## src/rtl/mem_ctrl_pkg.sv

```systemverilog
// Shared constants and types for the multicore data-memory controllers.
package mem_ctrl_pkg;

    localparam int unsigned ADDR_W    = 16;
    localparam int unsigned DATA_W    = 16;
    localparam int unsigned NUM_CORES = 4;

    typedef logic [1:0] core_idx_t;

endpackage

```

## src/rtl/rr_arbiter4.sv

```systemverilog
// Combinational 4-way round-robin arbiter: grants the first request at or after ptr.
module rr_arbiter4
    import mem_ctrl_pkg::*;
(
    input  logic [3:0] req,
    input  core_idx_t  ptr,
    input  logic       en,
    output logic [3:0] gnt,
    output core_idx_t  gnt_idx,
    output logic       valid
);

    core_idx_t idx;

    always_comb begin
        idx     = ptr;
        gnt_idx = ptr;
        valid   = 1'b0;
        // Scan from the farthest offset down so the nearest request to ptr wins.
        for (int k = 3; k >= 0; k--) begin
            idx = ptr + core_idx_t'(k);
            if (en && req[idx]) begin
                gnt_idx = idx;
                valid   = 1'b1;
            end
        end
        gnt = valid ? (4'b0001 << gnt_idx) : 4'b0000;
    end

endmodule

```

## src/rtl/data_store_controller.sv

```systemverilog
// Buffers one store per core and serialises them onto the single data-memory write port,
// round-robin, yielding the port while the load controller holds it.
module data_store_controller
    import mem_ctrl_pkg::*;
(
    input  logic                 clk,
    input  logic                 rstn,
    input  logic [NUM_CORES-1:0] MW,
    input  logic [ADDR_W-1:0]    MADDR1,
    input  logic [ADDR_W-1:0]    MADDR2,
    input  logic [ADDR_W-1:0]    MADDR3,
    input  logic [ADDR_W-1:0]    MADDR4,
    input  logic [DATA_W-1:0]    MDIN1,
    input  logic [DATA_W-1:0]    MDIN2,
    input  logic [DATA_W-1:0]    MDIN3,
    input  logic [DATA_W-1:0]    MDIN4,
    input  logic                 HOLD,
    output logic [NUM_CORES-1:0] STALL,
    output logic [NUM_CORES-1:0] WACK,
    output logic                 MEMWRITE,
    output logic [ADDR_W-1:0]    MEMADDR,
    output logic [DATA_W-1:0]    MEMDATA
);

    logic [ADDR_W-1:0]    maddr [NUM_CORES];
    logic [DATA_W-1:0]    mdin  [NUM_CORES];

    logic [NUM_CORES-1:0] pend_q, pend_d;
    logic [ADDR_W-1:0]    addr_q [NUM_CORES];
    logic [ADDR_W-1:0]    addr_d [NUM_CORES];
    logic [DATA_W-1:0]    data_q [NUM_CORES];
    logic [DATA_W-1:0]    data_d [NUM_CORES];
    core_idx_t            ptr_q, ptr_d;
    logic                 memwrite_q, memwrite_d;
    logic [ADDR_W-1:0]    memaddr_q, memaddr_d;
    logic [DATA_W-1:0]    memdata_q, memdata_d;
    logic [NUM_CORES-1:0] wack_q, wack_d;

    logic [3:0]           gnt;
    core_idx_t            gnt_idx;
    logic                 gnt_valid;

    assign maddr[0] = MADDR1;
    assign maddr[1] = MADDR2;
    assign maddr[2] = MADDR3;
    assign maddr[3] = MADDR4;
    assign mdin[0]  = MDIN1;
    assign mdin[1]  = MDIN2;
    assign mdin[2]  = MDIN3;
    assign mdin[3]  = MDIN4;

    rr_arbiter4 u_arb (
        .req     (pend_q),
        .ptr     (ptr_q),
        .en      (!HOLD),
        .gnt     (gnt),
        .gnt_idx (gnt_idx),
        .valid   (gnt_valid)
    );

    always_comb begin
        pend_d     = pend_q;
        addr_d     = addr_q;
        data_d     = data_q;
        ptr_d      = ptr_q;
        memwrite_d = gnt_valid;
        wack_d     = gnt;
        memaddr_d  = memaddr_q;
        memdata_d  = memdata_q;
        // Capture only into empty slots; a granted slot is never also captured this edge.
        for (int i = 0; i < NUM_CORES; i++) begin
            if (MW[i] && !pend_q[i]) begin
                pend_d[i] = 1'b1;
                addr_d[i] = maddr[i];
                data_d[i] = mdin[i];
            end
        end
        if (gnt_valid) begin
            pend_d[gnt_idx] = 1'b0;
            memaddr_d       = addr_q[gnt_idx];
            memdata_d       = data_q[gnt_idx];
            ptr_d           = gnt_idx + core_idx_t'(1);
        end
    end

    always_ff @(posedge clk) begin
        if (!rstn) begin
            pend_q     <= '0;
            addr_q     <= '{default: '0};
            data_q     <= '{default: '0};
            ptr_q      <= '0;
            memwrite_q <= 1'b0;
            memaddr_q  <= '0;
            memdata_q  <= '0;
            wack_q     <= '0;
        end else begin
            pend_q     <= pend_d;
            addr_q     <= addr_d;
            data_q     <= data_d;
            ptr_q      <= ptr_d;
            memwrite_q <= memwrite_d;
            memaddr_q  <= memaddr_d;
            memdata_q  <= memdata_d;
            wack_q     <= wack_d;
        end
    end

    assign STALL    = pend_q;
    assign WACK     = wack_q;
    assign MEMWRITE = memwrite_q;
    assign MEMADDR  = memaddr_q;
    assign MEMDATA  = memdata_q;

endmodule

```

## config.mk

```make
export PLATFORM = sky130hd
export DESIGN_NAME = data_store_controller
export DESIGN_NICKNAME = d
export VERILOG_FILES = /design/src/rtl/mem_ctrl_pkg.sv /design/src/rtl/rr_arbiter4.sv /design/src/rtl/data_store_controller.sv
export SDC_FILE = /design/constraint.sdc
export NUM_CORES = 1
export LEC_CHECK = 0
export BUFFER_PORTS_ARGS = -buffer_cell sky130_fd_sc_hd__clkbuf_2
export CORE_MARGIN = 4
export CORE_UTILIZATION = 50
export CTS_BUF_LIST = sky130_fd_sc_hd__clkbuf_2
export DETAILED_ROUTE_END_ITERATION = 7
export MAX_ROUTING_LAYER = met4
export PLACE_DENSITY = 0.89
export SLEW_MARGIN = 40
export SYNTH_ARGS = -nofsm -noshare
export SYNTH_HDL_FRONTEND = slang
export SYNTH_HIERARCHICAL = 1
export SYNTH_SLANG_ARGS = --single-unit
```

## constraint.sdc

```tcl
create_clock -name clk -period 2.8 [get_ports clk]
set_clock_uncertainty 0.15 [all_clocks]
set_input_delay 0.28 -clock clk [delete_from_list [all_inputs] [get_ports clk]]
set_output_delay 0.28 -clock clk [all_outputs]
set_load 0.02 [all_outputs]
```

==> results of run 1 <==
## cells by family after synthesis
| family | count (synthesis) | share of synthesized area (%) |
|---|---|---|
| AO/OA/AOI/OAI | 182 | 19.6 |
| XOR/XNOR | 2 | 0.230 |
| adder cells (fa/ha/maj) | 4 | 0.657 |
| buffers and inverters | 71 | 6.16 |
| flip-flops | 171 | 45.0 |
| multiplexers | 72 | 9.69 |
| AND/OR/NAND/NOR | 325 | 18.7 |
## cell usage after synthesis (5+ instances only)
master and instances:
sky130_fd_sc_hd__and2_1 6, sky130_fd_sc_hd__a21oi_1 6, sky130_fd_sc_hd__mux2i_1 70, sky130_fd_sc_hd__buf_2 32, sky130_fd_sc_hd__buf_6 5, sky130_fd_sc_hd__o21ai_0 5, sky130_fd_sc_hd__dfxtp_1 171, sky130_fd_sc_hd__a21boi_2 10
sky130_fd_sc_hd__buf_4 13, sky130_fd_sc_hd__nor2b_1 5, sky130_fd_sc_hd__o221ai_1 21, sky130_fd_sc_hd__clkbuf_1 12, sky130_fd_sc_hd__nand3b_1 32, sky130_fd_sc_hd__nand2b_1 5, sky130_fd_sc_hd__o221ai_2 11, sky130_fd_sc_hd__nand2_1 263
sky130_fd_sc_hd__a21boi_1 118
## through the flow
step	setup WS, ns	instance area [um2]	utilization (%)	setup TNS, ns
after floorplan	0.0692	7610	-	0
after global placement	0.104	8540	58.1	0
after detailed placement	-0.0725	8540	58.1	-0.486
==> impl_summary.md, run 1 <==
Status
The run stopped with a tool error. It got as far as 4_1_cts and failed there. The first error in the log reads "[ERROR RSZ-0060] Max buffer count reached".

Floorplanning
The width of the die is 131 um. The number of top-level pins is 176. From bottom edge to top edge, the die measures 131 um. The number of placement rows is 44. For this configuration, the core starts out at a cell density of 51.8%.

Logic synthesis
The count of different cell masters after synthesis is 39. The average size of a mapped cell is 9.21 um2. In this run, synthesis inferred 0 flip-flops with an integrated enable. The sequential-to-total area share from yosys stat is 45.0%. In this run, synthesis produced a sequential element count of 171. After technology mapping, the gate count stands at 827.

In this run the cell area of the synthesized design comes to 7610 um2. The post-synth net total is 966. The Yosys step of the flow raised 6 warnings.

The share of synthesized registers carrying an async set or reset is 0%. The proportion of netlist area held by the largest area contributor is 45.0%. By area the synthesized netlist is led by sky130_fd_sc_hd__dfxtp_1, sky130_fd_sc_hd__nand2_1, sky130_fd_sc_hd__a21boi_1.

The most common flop cell mapped by yosys is sky130_fd_sc_hd__dfxtp_1. The dominant cell type by area after synthesis is sky130_fd_sc_hd__dfxtp_1.

CTS
For this design, the CTS-stage hold fixing added 236 buffers. The clock sink count is 171. The post-cts repair resize count is 3. The maximum number of buffers from clock root to sink is 2. The CTS root buffer is sky130_fd_sc_hd__clkbuf_2.

The maximum level of the CTS H-tree is 4. The number of clock buffers added by TritonCTS is 17. The number of setup buffers added after CTS is 0.

Placement
After legalization and detailed placement, the total HPWL measured 13400 um. The placer's final routability congestion estimate is 0.886. Input and output buffers added on the ports amount to 175. After detailed placement, the design holds a cell count of 1142.
==> inputs of run 2 (changes only) <==
- CORE_UTILIZATION: 50 -> 40
- CTS_BUF_LIST: sky130_fd_sc_hd__clkbuf_2 -> unset
- MAX_ROUTING_LAYER: met4 -> unset
- PLACE_DENSITY: 0.89 -> unset
- PLACE_DENSITY_LB_ADDON: unset -> 0.15
- clock period: 2.8 -> 3.65 ns (I/O delays scaled with it)
==> run 2 against run 1 <==
Compared with the run above: synthesized area unchanged; the flow now finishes without violations; synthesized cell count unchanged.
==> impl_summary.md, run 2 <==
Status
The flow ran to the end, and the final reports show no timing, DRC or antenna violations.

Logic synthesis
In the post-synthesis netlist, the cell with the most instances is sky130_fd_sc_hd__nand2_1. After synthesis, the netlist uses 39 different library cells. The synthesized design devotes to its leading area cell type 45.0% of total area.

The post-synth net total is 966. After synthesis the cells add up to 7610 um2. The share of the Yosys chip area taken by registers is 45.0%. Synthesis inferred 171 register bits. For this run, the leading register cell type out of synthesis is sky130_fd_sc_hd__dfxtp_1.

The average size of a mapped cell is 9.21 um2. Yosys printed 6 warnings. After synthesis, the most frequently instantiated cells are sky130_fd_sc_hd__nand2_1, sky130_fd_sc_hd__dfxtp_1, sky130_fd_sc_hd__a21boi_1.

Of all flip-flops after synthesis, the portion carrying an async set or reset was 0%. Ranked by total cell area, the synthesized netlist is headed by sky130_fd_sc_hd__dfxtp_1, sky130_fd_sc_hd__nand2_1, sky130_fd_sc_hd__a21boi_1. The dominant cell type by area after synthesis is sky130_fd_sc_hd__dfxtp_1. In this run, synthesis inferred 0 flip-flops with an integrated enable. The number of instances in the synthesized netlist is 827.

Pwr
The share of total power dissipated in sequential elements is 34.7%. The analysis attributes to net switching a power of 2.47 mW. Summing internal, switching and leakage power gives 6.83 mW. The clock share of power is 28.1%. In this run the static leakage power is 4.01 nW. The switching fraction of total power is 36.2%.

VDD sags by at most 0.438 mV. In this run the power density over the cells is 713 nW/um2. The internal power component is 4.36 mW. Combinational logic is responsible for 37.2% of the overall power.

Finish
The library cell used most frequently in the layout, excluding fill and tap cells, is sky130_fd_sc_hd__nand2_1. The number of antenna diodes in the final layout is 0. The area growth from synthesis to layout is 25.7%. The top cell types in the final layout, fill and taps aside, are sky130_fd_sc_hd__nand2_1, sky130_fd_sc_hd__clkbuf_2, sky130_fd_sc_hd__dfxtp_1, sky130_fd_sc_hd__a21boi_1, sky130_fd_sc_hd__mux2i_1. The final layout contains 1149 nets. Counting the fill cells in the layout gives 1795.

The largest registers in the layout are addr_q x64, data_q x64. Cells with a size suffix above 1 make up 24.8% of the layout.

CTS
The clock tree synthesis step divided the H-tree into 4 levels. The clock sink count is 171. No sink is reached through more buffers than the 2 on the longest clock path. At the later pin of the worst-skew pair, clock insertion delay measures 0.43 ns.

The post-cts repair resize count is 0. After clock tree synthesis, the setup repair step added 0 buffers. The CTS root buffer is sky130_fd_sc_hd__clkbuf_16. The number of clock buffers added by TritonCTS is 17. Clock-pin slew was measured on the worst setup and hold paths at 0.06 ns. TritonCTS built the clock tree.

Floorplanning
The width of the die is 146 um. After floorplanning, the core was divided into 50 placement rows. The die height is 146 um.

For this configuration, the core starts out at a cell density of 40.7%. The floorplan die area is 21300 um2. 176 I/O pins were placed. The core region is 18700 um2.

Timing
The ratio of final minimum period to clock period is 88.3%. Setup repair after global routing left no endpoint under its margin. After routing, the total negative slack on setup checks comes to 0 ns.

The final period demand of the worst path is 3.22 ns. The peak clock frequency supported by timing is 0.310 GHz. The final hold violation count was 0. The slew of the pin with the lowest slew margin is 0.784 ns. The worst slew margin relative to its limit is 47.7%. Setup violations remaining at the end of the flow were counted as 0.

The number of slew-limit violations in the final report came to 0.

Routing
The number of remaining DRC errors is 0. The final layout contains routed wiring with a total length of 21500 um. The detailed-route wire length per cell is 17.1 um. Once detail routing completed, the nets flagged for antenna violations numbered 0. Using the TritonRoute via totals, the vias-per-cell ratio works out to 5.07. The first TritonRoute pass finished after 5 iterations. The number of DRC violations after detailed-routing iteration 0 is 361. For this block, the via count after detailed routing is 6369.

Global routing
The first global-routing pass estimated 34200 um of wire. The total track usage is 20.1%. The number of antenna violations at the first check in global routing is 0. For this run the aggregate overflow at the end of global routing stands at 0. Entering global routing, the biggest net connects 88 pins. The number of global-route vias before repair is 6357.

Setup path
The worst setup path is of the reg -> reg kind. Data on the critical path is required at its endpoint by 3.79 ns. The arrival time of data at the critical path endpoint is 3.37 ns. The worst setup path is captured at a flip-flop. STA classifies the critical path startpoint as a flip-flop. The worst-path maximum fanout is 62.

Placement
Detailed placement ended at an HPWL of 13900 um. The number of buffers inserted by port buffering is 175. The placer's final routability congestion estimate is 0.771.

Min path
The type of the tightest min-delay check is in -> reg.

Flow run
The total of max-cap violations is 0.
## run 2: critical path, stage by stage (launching register included)
cell,delay [ns]
sky130_fd_sc_hd__dfxtp_1,0.76
sky130_fd_sc_hd__mux2i_1,0.22
sky130_fd_sc_hd__o22a_1,0.29
sky130_fd_sc_hd__or2_2,0.29
sky130_fd_sc_hd__a21oi_1,0.21
sky130_fd_sc_hd__xnor2_2,0.24
sky130_fd_sc_hd__buf_12,0.46
sky130_fd_sc_hd__mux2i_1,0.30
sky130_fd_sc_hd__o221ai_2,0.12
## run 2: power groups by stage
stage          Sequential [mW]  Clock, mW  Combinational, mW
3_3_place_gp              2.42          0               2.45
6_report                  2.37       1.92               2.54
2_1_floorplan             2.46          0               1.90
5_1_grt                   2.41       2.03               2.75
4_1_cts                   2.37       1.95               2.57
3_5_place_dp              2.40          0               2.52
## run 2: final timing paths
| check | start | to | slack (ns) | cells after the start |
|---|---|---|---|---|
| max | ptr_q[0] | MEMADDR[10] | 0.43 | 8 |
| min | MDIN4[12] | data_q[12] | 0.009 | 3 |
| max reg2reg | ptr_q[0] | MEMADDR[10] | 0.43 | 8 |
| min reg2reg | data_q[19] | data_q[19] | 0.30 | 2 |
## run 2: kinds of logic after synthesis
logic type / share of synthesized area, %
adder cells (fa/ha/maj): 0.657
XOR/XNOR: 0.230
multiplexers: 9.69
AO/OA/AOI/OAI: 19.6
AND/OR/NAND/NOR: 18.7
flip-flops: 45.0
buffers and inverters: 6.16
## run 2: metal layers
| metal | wire (um) | global-route usage (%) |
|---|---|---|
| met2 | 10000 | 32.7 |
| met4 | 252 | 5.22 |
| met5 | 0 | 0 |
| met1 | 10300 | 27.5 |
| met3 | 880 | 4.02 |
## run 2: layout make-up
class,instances,area [um2],area share (%)
inverters,4,15.0,0.157
flip-flops and latches,171,3420,35.8
repair buffers,231,1470,15.3
clock buffers,21,450,4.70
clock inverters,10,164,1.71
well taps,234,293,3.06
multi-input cells,585,3760,39.3
## run 2: per-stage QoR
step           util [%]  std cells  hold slack [ns]  instance area [um2]  setup WS (ns)
2_1_floorplan         -        827            0.284                 7610          0.919
3_3_place_gp       45.4       1183            0.291                 8500          0.562
3_5_place_dp       45.8       1186            0.294                 8570          0.486
4_1_cts            51.2       1256        0.0000163                 9570          0.461
5_1_grt            51.2       1256          0.00590                 9570          0.184
6_report           51.2       1256          0.00914                 9570          0.428
## run 2: timing repair
item,in CTS,in global routing
hold endpoints to repair,39,0
hold buffers,39,0
setup endpoints to repair,0,0
No activity file was read; power rests on OpenSTA's default activity.
